$ cat src/rtl/pwmdecoder_multi_wb.sv
// pwmdecoder_multi_wb: NUM_CH-channel RC PWM pulse-width decoder with range
// limits, signal-loss timeout, sticky error flags and a Wishbone B3 slave port.
//
// Channel FSM states
//   state       | meaning
//   IDLE        | no pulse tracked (after reset or after signal loss)
//   HIGH        | input high, width_cnt counting microseconds
//   WAIT_LOW    | pulse too long, waiting for the line to drop
//   LOW         | input low after a pulse, gap_cnt watching for loss
module pwmdecoder_multi_wb #(
    parameter int CLK_FREQ     = 100_000_000,
    parameter int NUM_CH       = 8,
    parameter int DATA_WIDTH   = 32,
    parameter int ADDR_WIDTH   = 32,
    parameter int SELECT_WIDTH = DATA_WIDTH / 8,
    parameter int SYNC_STAGES  = 2,
    parameter int MAX_PULSE_US = 2500,
    parameter int TIMEOUT_US   = 25000
) (
    input  logic                    i_clk,
    input  logic                    i_rst,
    input  logic [ADDR_WIDTH-1:0]   wb_adr_i,
    input  logic [DATA_WIDTH-1:0]   wb_dat_i,
    output logic [DATA_WIDTH-1:0]   wb_dat_o,
    input  logic                    wb_we_i,
    input  logic [SELECT_WIDTH-1:0] wb_sel_i,
    input  logic                    wb_stb_i,
    input  logic                    wb_cyc_i,
    output logic                    wb_ack_o,
    output logic                    wb_err_o,
    output logic                    wb_rty_o,
    input  logic [NUM_CH-1:0]       i_pwm,
    output logic                    o_irq
);

    localparam int          DIV        = CLK_FREQ / 1_000_000;
    localparam int          PW         = (DIV > 1) ? $clog2(DIV) : 1;
    localparam logic [15:0] MAX_W      = 16'(MAX_PULSE_US);
    localparam logic [15:0] TMO        = 16'(TIMEOUT_US);
    localparam logic [15:0] LONG_CODE  = MAX_W | 16'h8000;
    localparam logic [15:0] LOST_CODE  = 16'hC000;
    localparam logic [2:0]  SETTLED    = 3'(SYNC_STAGES + 1);

    localparam logic [1:0] ST_IDLE     = 2'd0;
    localparam logic [1:0] ST_HIGH     = 2'd1;
    localparam logic [1:0] ST_WAIT_LOW = 2'd2;
    localparam logic [1:0] ST_LOW      = 2'd3;

    localparam logic [4:0] IDX_STATUS = 5'd16;
    localparam logic [4:0] IDX_NEW    = 5'd17;
    localparam logic [4:0] IDX_ERR    = 5'd18;
    localparam logic [4:0] IDX_IRQ_EN = 5'd19;
    localparam logic [4:0] IDX_ID     = 5'd20;

    logic [PW-1:0]          pre_q;
    logic                   us_tick;
    logic [2:0]             settle_q;
    logic                   edge_en;

    logic [SYNC_STAGES-1:0] sync_q [NUM_CH];
    logic [NUM_CH-1:0]      lvl_q, rise_q, fall_q;

    logic [1:0]             state_q    [NUM_CH];
    logic [15:0]            width_q    [NUM_CH];
    logic [15:0]            gap_q      [NUM_CH];
    logic [15:0]            ev_value_q [NUM_CH];
    logic [NUM_CH-1:0]      lost_q, ev_valid_q, ev_err_q;

    logic [15:0]            value_q    [NUM_CH];
    logic [NUM_CH-1:0]      status_q, new_q, err_q, irq_en_q;
    logic                   ack_q, irq_q;
    logic [DATA_WIDTH-1:0]  dat_q;

    logic [4:0]             reg_idx;
    logic                   bus_access, wr_en;
    logic [NUM_CH-1:0]      wmask, wdata, new_clr, err_clr;
    logic [31:0]            rdata;
    logic                   unused_bits;

    assign us_tick = (pre_q == PW'(DIV - 1));
    assign edge_en = (settle_q == SETTLED);

    // Shared microsecond prescaler.
    always_ff @(posedge i_clk) begin
        if (i_rst)        pre_q <= '0;
        else if (us_tick) pre_q <= '0;
        else              pre_q <= pre_q + 1'b1;
    end

    // Hold off edge detection until the synchronisers carry real input levels,
    // so a line that is already high at reset release is not seen as a rising edge.
    always_ff @(posedge i_clk) begin
        if (i_rst)                settle_q <= '0;
        else if (settle_q != SETTLED) settle_q <= settle_q + 3'd1;
    end

    // Input synchronisers and registered edge detectors.
    always_ff @(posedge i_clk) begin
        if (i_rst) begin
            for (int n = 0; n < NUM_CH; n++) sync_q[n] <= '0;
            lvl_q  <= '0;
            rise_q <= '0;
            fall_q <= '0;
        end else begin
            for (int n = 0; n < NUM_CH; n++) begin
                sync_q[n] <= {sync_q[n][SYNC_STAGES-2:0], i_pwm[n]};
                lvl_q[n]  <= sync_q[n][SYNC_STAGES-1];
                rise_q[n] <= edge_en &  sync_q[n][SYNC_STAGES-1] & ~lvl_q[n];
                fall_q[n] <= edge_en & ~sync_q[n][SYNC_STAGES-1] &  lvl_q[n];
            end
        end
    end

    // Per-channel measurement FSMs; results leave as one-cycle events.
    always_ff @(posedge i_clk) begin
        if (i_rst) begin
            for (int n = 0; n < NUM_CH; n++) begin
                state_q[n]    <= ST_IDLE;
                width_q[n]    <= '0;
                gap_q[n]      <= '0;
                ev_value_q[n] <= '0;
            end
            lost_q     <= '0;
            ev_valid_q <= '0;
            ev_err_q   <= '0;
        end else begin
            ev_valid_q <= '0;
            ev_err_q   <= '0;
            for (int n = 0; n < NUM_CH; n++) begin
                // gap saturates at the timeout so a lost channel reports only once
                if (us_tick && gap_q[n] != TMO) gap_q[n] <= gap_q[n] + 16'd1;
                case (state_q[n])
                    ST_IDLE: begin
                        if (rise_q[n]) begin
                            width_q[n] <= '0;
                            gap_q[n]   <= '0;
                            lost_q[n]  <= 1'b0;
                            state_q[n] <= ST_HIGH;
                        end else if (!lost_q[n] && gap_q[n] == TMO) begin
                            ev_err_q[n]   <= 1'b1;
                            ev_value_q[n] <= LOST_CODE;
                            lost_q[n]     <= 1'b1;
                        end
                    end
                    ST_HIGH: begin
                        if (width_q[n] >= MAX_W) begin
                            ev_err_q[n]   <= 1'b1;
                            ev_value_q[n] <= LONG_CODE;
                            state_q[n]    <= ST_WAIT_LOW;
                        end else if (fall_q[n]) begin
                            ev_valid_q[n] <= 1'b1;
                            ev_value_q[n] <= width_q[n];
                            state_q[n]    <= ST_LOW;
                        end else if (us_tick && width_q[n] != 16'hFFFF) begin
                            width_q[n] <= width_q[n] + 16'd1;
                        end
                    end
                    ST_WAIT_LOW: begin
                        if (fall_q[n]) state_q[n] <= ST_LOW;
                    end
                    ST_LOW: begin
                        if (rise_q[n]) begin
                            width_q[n] <= '0;
                            gap_q[n]   <= '0;
                            state_q[n] <= ST_HIGH;
                        end else if (gap_q[n] == TMO) begin
                            ev_err_q[n]   <= 1'b1;
                            ev_value_q[n] <= LOST_CODE;
                            lost_q[n]     <= 1'b1;
                            state_q[n]    <= ST_IDLE;
                        end
                    end
                    default: state_q[n] <= ST_IDLE;
                endcase
            end
        end
    end

    assign reg_idx    = wb_adr_i[6:2];
    assign bus_access = wb_stb_i & wb_cyc_i & ~ack_q;
    assign wr_en      = bus_access & wb_we_i;
    assign wdata      = wb_dat_i[NUM_CH-1:0];
    assign new_clr    = (wr_en && reg_idx == IDX_NEW) ? (wdata & wmask) : '0;
    assign err_clr    = (wr_en && reg_idx == IDX_ERR) ? (wdata & wmask) : '0;

    // Byte-lane mask: channel n lives in byte lane n/8.
    always_comb begin
        wmask = '0;
        for (int n = 0; n < NUM_CH; n++) wmask[n] = wb_sel_i[n/8];
    end

    // Register read multiplexer.
    always_comb begin
        rdata = 32'hDEAD_BEEF;
        for (int n = 0; n < NUM_CH; n++) begin
            if (reg_idx == 5'(n)) rdata = {16'h0000, value_q[n]};
        end
        case (reg_idx)
            IDX_STATUS: rdata = {{(32-NUM_CH){1'b0}}, status_q};
            IDX_NEW:    rdata = {{(32-NUM_CH){1'b0}}, new_q};
            IDX_ERR:    rdata = {{(32-NUM_CH){1'b0}}, err_q};
            IDX_IRQ_EN: rdata = {{(32-NUM_CH){1'b0}}, irq_en_q};
            IDX_ID:     rdata = {8'h50, 8'h57, 8'h00, 8'(NUM_CH)};
            default:    ;
        endcase
    end

    // Register file, bus handshake and interrupt; hardware sets beat W1C clears.
    always_ff @(posedge i_clk) begin
        if (i_rst) begin
            for (int n = 0; n < NUM_CH; n++) value_q[n] <= '0;
            status_q <= '0;
            new_q    <= '0;
            err_q    <= '0;
            irq_en_q <= '0;
            ack_q    <= 1'b0;
            dat_q    <= '0;
            irq_q    <= 1'b0;
        end else begin
            ack_q <= bus_access;
            if (bus_access) dat_q <= rdata;
            for (int n = 0; n < NUM_CH; n++) begin
                if (ev_valid_q[n] | ev_err_q[n]) value_q[n] <= ev_value_q[n];
            end
            status_q <= (status_q | ev_valid_q) & ~ev_err_q;
            new_q    <= (new_q & ~new_clr) | ev_valid_q;
            err_q    <= (err_q & ~err_clr) | ev_err_q;
            if (wr_en && reg_idx == IDX_IRQ_EN)
                irq_en_q <= (irq_en_q & ~wmask) | (wdata & wmask);
            irq_q <= |(new_q & irq_en_q);
        end
    end

    assign wb_dat_o = dat_q;
    assign wb_ack_o = ack_q;
    assign wb_err_o = 1'b0;
    assign wb_rty_o = 1'b0;
    assign o_irq    = irq_q;

    assign unused_bits = ^{wb_adr_i[ADDR_WIDTH-1:7], wb_adr_i[1:0], wb_sel_i, wb_dat_i};

endmodule

$ cat config.mk
export PLATFORM = sky130hd
export DESIGN_NAME = pwmdecoder_multi_wb
export DESIGN_NICKNAME = d
export VERILOG_FILES = /design/src/rtl/pwmdecoder_multi_wb.sv
export SDC_FILE = /design/constraint.sdc
export NUM_CORES = 1
export LEC_CHECK = 0
export ABC_AREA = 1
export BUFFER_PORTS_ARGS = -buffer_cell sky130_fd_sc_hd__buf_4
export CAP_MARGIN = 20
export CELL_PAD_IN_SITES_DETAIL_PLACEMENT = 1
export CELL_PAD_IN_SITES_GLOBAL_PLACEMENT = 2
export CORE_AREA = 10 10 264 316
export CTS_CLUSTER_DIAMETER = 120
export DETAILED_ROUTE_END_ITERATION = 6
export DIE_AREA = 0 0 274 326
export GPL_ROUTABILITY_DRIVEN = 0
export PLACE_DENSITY = 0.78
export SLEW_MARGIN = 15
export SYNTH_ARGS = -nofsm -noshare
export SYNTH_HDL_FRONTEND = slang
export SYNTH_SLANG_ARGS = --single-unit
$ cat constraint.sdc
create_clock -name i_clk -period 3.6 [get_ports i_clk]
set_clock_uncertainty 0.1 [all_clocks]
set_input_delay 0.36 -clock i_clk [delete_from_list [all_inputs] [get_ports i_clk]]
set_output_delay 0.36 -clock i_clk [all_outputs]
set_load 0.02 [all_outputs]
==> results of run 1 <==
==> final timing paths <==
kind | from | endpoint | slack, ps | depth (start not counted)
worst max register to register | width_q[0][57]$_SDFFCE_PP0P_ | ev_value_q[0][52]$_SDFFCE_PP0P_ | 710 | 9
worst max-delay path | width_q[0][57]$_SDFFCE_PP0P_ | ev_value_q[0][52]$_SDFFCE_PP0P_ | 710 | 9
worst min register to register | sync_q[1][2]$_SDFF_PP0_ | sync_q[1][3]$_SDFF_PP0_ | 310 | 2
worst min-delay path | wb_adr_i[6] | wb_dat_o[27]$_SDFFE_PP0P_ | 70 | 3
==> power by group through the flow <==
| stage | clock, W | sequential (W) | combinational, W |
|---|---|---|---|
| after CTS | 0.00785 | 0.00874 | 0.000914 |
| after global placement | 0 | 0.00888 | 0.000851 |
| after detailed placement | 0 | 0.00889 | 0.000890 |
| after global routing | 0.00815 | 0.00877 | 0.00102 |
| final | 0.00765 | 0.00873 | 0.000902 |
| after floorplan | 0 | 0.00884 | 0.000548 |
==> layout make-up <==
type | instances | area (sq um) | area share
sequential | 655 | 18400 | 0.524
multi-input combinational | 2002 | 9800 | 0.279
inverter | 554 | 2080 | 0.0592
clock buffer | 99 | 2060 | 0.0586
tap | 1026 | 1280 | 0.0365
timing repair buffer | 140 | 1140 | 0.0324
clock inverter | 34 | 377 | 0.0107
==> worst max-delay path, stage by stage (launching register included) <==
cell      delay, ps
edfxtp_1        430
inv_1           180
a21oi_1          90
or2_2           280
a21oi_1         250
nor2_1          130
nand2_1         170
nand2_1          90
inv_1           100
nand3_1         580
==> cell usage in the layout (no fill, tap or decap), types with 16 or more instances in the layout <==
| master | Yosys | final |
|---|---|---|
| nor2_1 | 626 | 626 |
| inv_1 | 545 | 545 |
| edfxtp_1 | 528 | 528 |
| nand2_1 | 425 | 425 |
| o21ai_0 | 144 | 142 |
| nand3_1 | 139 | 139 |
| a21oi_1 | 137 | 137 |
| dfxtp_1 | 127 | 127 |
| buf_4 | 16 | 117 |
| nor3_1 | 98 | 98 |
| nand4_1 | 89 | 89 |
| clkbuf_16 | 0 | 76 |
| xor2_1 | 62 | 62 |
| conb_1 | 1 | 52 |
| or2_2 | 39 | 39 |
| ha_1 | 35 | 35 |
| nor3b_1 | 22 | 22 |
| dlygate4sd3_1 | 0 | 20 |
| nor4_1 | 19 | 19 |
| clkbuf_1 | 27 | 16 |
==> sequential cells by signal, summed over array words and instances, names as in the netlist, 7 cells and up, named ones only <==
signal,cells
width_q,128
state_q,16
ev_value_q,128
value_q,128
pre_q,7
lost_q,8
err_q,8
gap_q,128
wb_dat_o,19
ev_err_q,8
rise_q,8
status_q,8
lvl_q,8
ev_valid_q,8
fall_q,8
sync_q,16
new_q,8
==> what timing repair did <==
action                                 CTS  global route
endpoints found under the hold margin   21             0
hold buffers                            20             0
buffers inserted                         0             0
==> routing by layer <==
layer  track usage  wire [microns]
met5             0              12
met4        0.0740            2900
met3        0.0274            2540
met2         0.308           39300
met1         0.204           33000
==> per-stage QoR <==
step	util	cells
floorplan	-	3289
global placement	0.420	4353
detailed placement	0.420	4353
CTS	0.455	4506
global route	0.455	4510
finish	0.455	4510
==> logic make-up (layout without fill, tap and decap cells) <==
| logic type | after synthesis | count (layout) | share of synthesized area |
|---|---|---|---|
| other cells | 1 | 52 | 0.000123 |
| flops | 655 | 655 | 0.603 |
| fa+ha+maj | 35 | 35 | 0.0144 |
| compound gates | 353 | 353 | 0.0633 |
| buf+inv | 632 | 827 | 0.0818 |
| simple gates | 1493 | 1493 | 0.217 |
| xor+xnor | 69 | 69 | 0.0198 |
==> run metrics, run 1 <==
max-slew violation count=0; # diodes=0; Unique masters post-synth=55; core box area=0.0772 sq mm; CTS tree=done; Synth Cell Area=0.0305 sq mm; Placed Area=0.0325 sq mm; Yosys top cell area share=0.520; initial antenna violation count=2; final setup margin=711 ps; leading post-synthesis cells by cell area=edfxtp_1 (52%), dfxtp_1 (8.3%), nor2_1 (7.7%); IO buf count=58; clock network power share=0.443; residual DRC count=0; Iter 0 DRT Violations=1,005; Seq pwr share=0.505; Via density=4.93; Slew Limit Headroom=0.385; WS Path Type=register to register; final worst path period share=0.802; Int Power=0.0134 W; clock latency on the worst-skew pair=610 ps; Final #Nets=3,542; Synth top cells by count=nor2_1 (626), inv_1 (545), edfxtp_1 (528); Worst EP arrival=2920 ps; final setup fails=0; worst slew pin tran=920 ps; Yosys warning count=0; Die ar.=0.0893 sq mm; Clock Tree Root=clkbuf_16; number of global-route vias before repair=23,800; via count=22,200; Post-DP HPWL=57.1 mm; status=complete, no violations; clk sinks=655; max cap viols=0; Top FF cell, synth=edfxtp_1; Post-synth EDFFs=528; Post-synth ARST share=0; Hold Crit Class=primary input to register; DRT Pass-1 Iters=5; final hold slack=69.9 ps; count of final hold-check violations=0; Horiz. Die Dim=274 microns; Max Freq=346 MHz; TritonCTS buffer count=73; VDD IR-drop max=327 uV; Switch Pwr=0.00389 W; Pleak=14.0 nW; switching share of power=0.225; share of cells above drive strength 1=0.0884; synthesis-to-finish area growth=15.2%; Crit Path Max Fanout=16; Crit. End Element=register; Reg clk slew, reported paths=60 ps; Die Ht=326 microns; Setup TNS=0 ps; Fill cells=8,763; post-route cell area=0.0351 sq mm; Setup WS pre-CTS=628 ps; RSZ-0062 raised after global routing=false; Synth area leader=edfxtp_1; Power Density=492 mW/mm^2; CTS H-tree depth=3; post-synthesis sequential area ratio=0.603; remaining global-route overflow=0; Mapped Avg Cell Area=9.42 sq um; Power, Total=0.0173 W; GRT Overall Usage=0.173; min cycle time layout=2890 ps; WL final=77.8 mm; most common cell in the netlist=nor2_1; floorplan row count=112; io pins=117; PostCTS Resize Cnt=0; worst path required time=3630 ps; DR WL/cell=17.2 microns; Starting Density=0.395; Mapped Cells=3,238; Logic pwr share=0.052; #FFs+latches synth=655; Longest Clk Path Bufs=3; largest net degree at the start of global routing=75; first-pass GRT wire length=126 mm; antenna-violating nets left=0; Critical Path Source Type=register
Power figures use the tool's default switching activity.
==> inputs of run 2 (changes only) <==
ABC_AREA = 0   (was 1)
CORE_AREA = 10 10 267 321   (was 10 10 264 316)
DIE_AREA = 0 0 277 331   (was 0 0 274 326)
PLACE_DENSITY = 0.74   (was 0.78)
clock period = 2.3 ns   (was 3.6 ns; I/O delays follow)
==> run metrics, run 2 <==
Starting Density=0.375 (-0.0196); switching share of power=0.239 (+0.0143); TritonCTS buffer count=72 (-1.4%); #FFs+latches synth=655 (unchanged); clk sinks=655 (unchanged); first-pass GRT wire length=127 mm (+0.67%); Cell Chain, Critical Path=or4_4, a211o_1, a21o_1, or4_4, buf_6, nand2_8; CTS tree=done; Post-synth EDFFs=528 (unchanged); commonest non-fill, non-tap cell in the layout=edfxtp_1; max-slew violation count=0 (unchanged); worst slew pin tran=966 ps (+46.4 ps); Buf/Inv on CP=1 (-1); count of final hold-check violations=0 (unchanged); via count=21,500 (-3.2%); Yosys top cell area share=0.531 (+0.0108); most common cell in the netlist=edfxtp_1; Switch Pwr=0.00673 W (+73%); Post-DP HPWL=57.8 mm (+1.3%); GRT Overall Usage=0.173 (-0.000477); clock latency on the worst-skew pair=640 ps (+30 ps); Setup WS pre-CTS=-376 ps (-1000 ps); slowest stage delay, CP=540 ps (-40 ps); CP dominant cell by count=or4_4; residual DRC count=0 (unchanged); Mapped Avg Cell Area=11.4 sq um (+21%); DRT Pass-1 Iters=5 (unchanged); post-synthesis sequential area ratio=0.616 (+0.0125); Int Power=0.0214 W (+60%); RSZ-0062 raised after global routing=true; Mapped Cells=2,627 (-19%); Longest Clk Path Bufs=3 (unchanged); number of global-route vias before repair=22,600 (-5.1%); largest net degree at the start of global routing=35 (-53%); fin util=0.483 (+0.0284); max cap viols=0 (unchanged); Seq pwr share=0.498 (-0.007); final setup margin=-309 ps (-1020 ps); io pins=117 (unchanged); status=complete, but fails checks; WL final=82.4 mm (+5.9%); Die ar.=0.0917 sq mm (+2.6%); synthesis-to-finish area growth=28.8%; Pleak=14.1 nW (+1.2%); Slowest cell on crit path=or4_4; Synth top cells by count=edfxtp_1 (528), nor2_1 (372), nand2_1 (162); Synth Cell Area=0.0299 sq mm (-2.0%); Setup TNS=-61,310 ps (-61,310 ps); Critical Path Source Type=register; Hold Crit Class=primary input to register; most frequent cells in the layout=edfxtp_1 (528), buf_4 (317), nor2_1 (276); worst path required time=2540 ps (-1090 ps); Top FF cell, synth=edfxtp_1; Iter 0 DRT Violations=1,255 (+25%); antenna-violating nets left=0 (unchanged); clock network power share=0.424 (-0.019); initial antenna violation count=2 (unchanged); Fill cells=8,422 (-3.9%); share of cells above drive strength 1=0.231 (+0.143); failing checks=setup timing; floorplan row count=114 (+1.8%); Final #Nets=3,175 (-10%); VDD IR-drop max=569 uV (+74%); Die Ht=331 microns (+1.5%); CTS H-tree depth=3 (unchanged); Via density=5.16 (+4.8%); Power Density=730 mW/mm^2 (+49%); Post-synth ARST share=0 (unchanged); WS Path Type=register to register; core box area=0.0796 sq mm (+3.1%); Max Freq=383 MHz (+11%); final setup fails=395 (+395); Worst EP arrival=2850 ps (-70 ps); Synth area leader=edfxtp_1; leading post-synthesis cells by cell area=edfxtp_1 (53%), dfxtp_1 (8.5%), nor2_1 (4.7%); Top delay family on crit path=simple AND/OR/NAND/NOR gates; Logic pwr share=0.078 (+0.026); Horiz. Die Dim=277 microns (+1.1%); DR WL/cell=19.8 microns (+15%); remaining global-route overflow=0 (unchanged); min cycle time layout=2610 ps (-280 ps); Crit Path Max Fanout=8 (-8); Yosys warning count=0 (unchanged); final worst path period share=1.13 (+0.332); # diodes=0 (unchanged); Slew Limit Headroom=0.351 (-0.0340); Unique masters post-synth=75 (+36%); Crit. End Element=register; Reg clk slew, reported paths=60 ps (about the same); IO buf count=58 (unchanged); Clock Tree Root=clkbuf_16
run 2: changes by cell type in the layout (fill, tap and decap cells not counted), sizes merged, moves of 53 or more:
cell / delta
and2: +160
o21ai: -86
inv: -460
buf: +259
xnor2: +83
nand2: -258
nor2: -260
a21oi: -53
nor2b: +71
run 2: cells by family (layout without fill, tap and decap cells):
kind of cell    Yosys count  after routing  share of synthesized area
flops                   655            655                      0.616
compound gates          337            338                     0.0731
other cells               1             52                   0.000126
buf+inv                 191            622                     0.0265
xor+xnor                198            198                     0.0580
fa+ha+maj                35             35                     0.0147
mux                      18             18                    0.00607
simple gates           1192           1201                      0.206
run 2: final timing paths:
kind	slack, ps	from	depth (start not counted)	endpoint
hold reg to reg	310	lvl_q[0]$_SDFF_PP0_	1	rise_q[0]$_SDFF_PP0_
hold / removal	60	wb_adr_i[5]	4	wb_dat_o[27]$_SDFFE_PP0P_
setup / recovery	-310	width_q[0][2]$_SDFFCE_PP0P_	6	width_q[0][4]$_SDFFCE_PP0P_
setup reg to reg	-310	width_q[0][2]$_SDFFCE_PP0P_	6	width_q[0][4]$_SDFFCE_PP0P_
run 2: power by group through the flow:
| stage | combinational [W] | clock [W] | sequential (W) |
|---|---|---|---|
| 2_1_floorplan | 0.00113 | 0 | 0.0141 |
| 3_3_place_gp | 0.00186 | 0 | 0.0142 |
| 3_5_place_dp | 0.00193 | 0 | 0.0142 |
| 4_1_cts | 0.00208 | 0.0122 | 0.0140 |
| 5_1_grt | 0.00241 | 0.0127 | 0.0141 |
| 6_report | 0.00220 | 0.0119 | 0.0140 |
run 2: routing by layer:
metal / GRT usage / vias up / part of all wire
met4: 0.0713 / 4 / 0.032
li1: - / 10300 / -
met2: 0.302 / 419 / 0.51
met1: 0.211 / 10700 / 0.42
met5: 0 / - / 0.00019
met3: 0.0265 / 141 / 0.045
run 2: what timing repair did:
item,CTS,global route
hold endpoints to repair,42,0
endpoints found under the setup margin,384,490
setup buffers,36,27
pin swaps,53,88
resized for setup,128,228
hold buffers,17,0
gates cloned,13,7
run 2: final cells by class:
class                   instances  area [sq um]  area share
inverters                      87           330     0.00858
multi-input cells            1842         12400       0.322
flip-flops and latches        655         18400       0.478
clock inverters                41           455      0.0118
repair buffers                401          3630      0.0944
well taps                    1044          1310      0.0339
clock buffers                  93          1970      0.0513
run 2: metrics by stage:
stage	hold WS (ps)	total power, W	cell area [sq um]	cells
CTS	14.5	0.0283	37400	4140
finish	64.3	0.0281	38500	4163
detailed placement	304	0.0162	33800	3943
floorplan	258	0.0152	30400	2678
global route	70.2	0.0291	38500	4163
global placement	295	0.0161	33800	3943
run 2: worst min-delay path, cell delays in order:
cell and delay [ps]:
buf_4 200, buf_4 180, o22ai_1 60, nor2_1 70
==> inputs of run 3 (changes only) <==
BUFFER_PORTS_ARGS = -buffer_cell sky130_fd_sc_hd__buf_2   (was -buffer_cell sky130_fd_sc_hd__buf_4)
==> run metrics, run 3 (same netlist as run 2, synthesis figures left out) <==
number of global-route vias before repair=23,000 (+1.9%); final worst path period share=1.13 (-0.00123); Logic pwr share=0.076 (-0.002); IO buf count=58 (unchanged); Max Used Layer=met5; Int Power=0.0217 W (+1.7%); Iter 0 DRT Violations=1,232 (-1.8%); antenna-violating nets left=0 (unchanged); CTS H-tree depth=3 (unchanged); worst slew pin tran=754 ps (-212 ps); initial antenna violation count=3 (+1); Longest Clk Path Bufs=3 (unchanged); Clock Tree Root=clkbuf_16; Slowest cell on crit path=or4_4; Crit Path Max Fanout=3 (-5); Placed Area=0.0337 sq mm (-0.19%); switching share of power=0.238 (-0.00189); residual DRC count=0 (unchanged); Slew Limit Headroom=0.496 (+0.145); Crit. End Element=register; io pins=117 (unchanged); min cycle time layout=2610 ps (-2.83 ps); Switch Pwr=0.00677 W (+0.62%); share of cells above drive strength 1=0.220 (-0.0110); Fill cells=8,414 (-0.095%); floorplan row count=114 (unchanged); WS Path Type=register to register; Reg clk slew, reported paths=60 ps (about the same); Hold Crit Class=primary input to register; Starting Density=0.375 (unchanged); GRT Overall Usage=0.178 (+0.00469); RSZ-0062 raised after global routing=true; Horiz. Die Dim=277 microns (unchanged); most frequent cells in the layout=edfxtp_1 (528), nor2_1 (315), buf_4 (280); wire length on met1=36.0 mm (+4.8%); slowest stage delay, CP=560 ps (+20 ps); final setup margin=-306 ps (+2.82 ps); VDD IR-drop max=600 uV (+5.4%); clock network power share=0.432 (+0.008); CP dominant cell by count=or4_4; worst path required time=2590 ps (+50 ps); failing checks=setup timing; Die ar.=0.0917 sq mm (unchanged); via count=21,600 (+0.47%); TritonCTS buffer count=75 (+4.2%); met3 WL=3.31 mm (-10%); wire length on met2=42.3 mm (+1.4%); clock latency on the worst-skew pair=640 ps (about the same); remaining global-route overflow=0 (unchanged); Seq pwr share=0.492 (-0.006); Via density=5.17 (+0.21%); WL final=83.7 mm (+1.6%); Buf/Inv on CP=1 (unchanged); Critical Path Source Type=register; Post-DP HPWL=58.2 mm (+0.66%); core box area=0.0796 sq mm (unchanged); Setup TNS=-47,610 ps (+13,700 ps); DRT Pass-1 Iters=5 (unchanged); Max Freq=384 MHz (+0.11%); count of final hold-check violations=0 (unchanged); Power Density=749 mW/mm^2 (+2.6%); Die Ht=331 microns (unchanged); synthesis-to-finish area growth=27.4%; clk sinks=655 (unchanged); first-pass GRT wire length=131 mm (+3.4%); CTS tree=done; post-route cell area=0.0381 sq mm (-1.1%); largest net degree at the start of global routing=32 (-8.6%); Worst EP arrival=2890 ps (+40 ps); final setup fails=335 (-15%); Final #Nets=3,183 (+0.25%); Pleak=14.1 nW (-0.36%); max cap viols=0 (unchanged); max-slew violation count=0 (unchanged); DR WL/cell=20.1 microns (+1.3%); Cell Chain, Critical Path=or4_4, a211o_1, a211oi_4, buf_4, nor3_4, or4_4; commonest non-fill, non-tap cell in the layout=edfxtp_1; Top delay family on crit path=simple AND/OR/NAND/NOR gates; status=complete, but fails checks
[run 3: cell type report]
cell class                 instances  area, sq um  area share
antenna                            1         2.50   0.0000658
tap                             1044         1310      0.0343
clock inverter                    39          443      0.0116
inverter                          87          330     0.00868
timing repair inverter             1         5.00    0.000132
multi-input combinational       1842        12100       0.318
sequential                       655        18400       0.483
timing repair buffer             405         3390      0.0891
clock buffer                     100         2070      0.0545
[run 3: worst paths after layout]
kind,cells after the start,endpoint,slack [ps],from
setup reg to reg,6,state_q[1][5]$_SDFFCE_PP0P_,-310,width_q[1][37]$_SDFFCE_PP0P_
hold / removal,5,register,140,wb_sel_i[0]
setup / recovery,6,state_q[1][5]$_SDFFCE_PP0P_,-310,width_q[1][37]$_SDFFCE_PP0P_
hold reg to reg,1,rise_q[3]$_SDFF_PP0_,310,lvl_q[3]$_SDFF_PP0_
[run 3: metrics by stage]
step / hold WS, ps / std cells / worst slack, ps / power (W) / util
global route: 175 / 4173 / -367 / 0.0296 / 0.478
CTS: 130 / 4146 / -279 / 0.0287 / 0.469
global placement: 295 / 3955 / -300 / 0.0161 / 0.424
detailed placement: 307 / 3955 / -334 / 0.0162 / 0.424
floorplan: 258 / 2678 / -412 / 0.0152 / -
finish: 139 / 4174 / -306 / 0.0285 / 0.478
[run 3: worst reg2reg max path: cells and delay by family (launching register included)]
kind                   cells  cell delay, ps
AND/OR/NAND/NOR            3            1100
AO/OA/AOI/OAI              2             600
flip-flops                 1             400
buffers and inverters      1             170
[run 3: power by group through the flow]
stage          clock (W)  combinational, W  sequential (W)
3_5_place_dp           0           0.00191          0.0142
6_report          0.0123           0.00218          0.0140
5_1_grt           0.0131           0.00239          0.0141
2_1_floorplan          0           0.00113          0.0141
4_1_cts           0.0126           0.00208          0.0140
3_3_place_gp           0           0.00184          0.0142
[run 3: repair_timing]
action | CTS | global route
gates resized for setup | 118 | 133
hold buffers | 18 | 0
pin swaps | 48 | 62
hold endpoints to repair | 42 | 0
gates cloned | 13 | 6
buffers inserted | 23 | 29
endpoints found under the setup margin | 387 | 499
[run 3: metal layers]
layer | global-route usage | vias up
met5 | 0 | -
met4 | 0.0591 | 4
met3 | 0.0298 | 126
met2 | 0.311 | 337
met1 | 0.220 | 10800
li1 | - | 10300
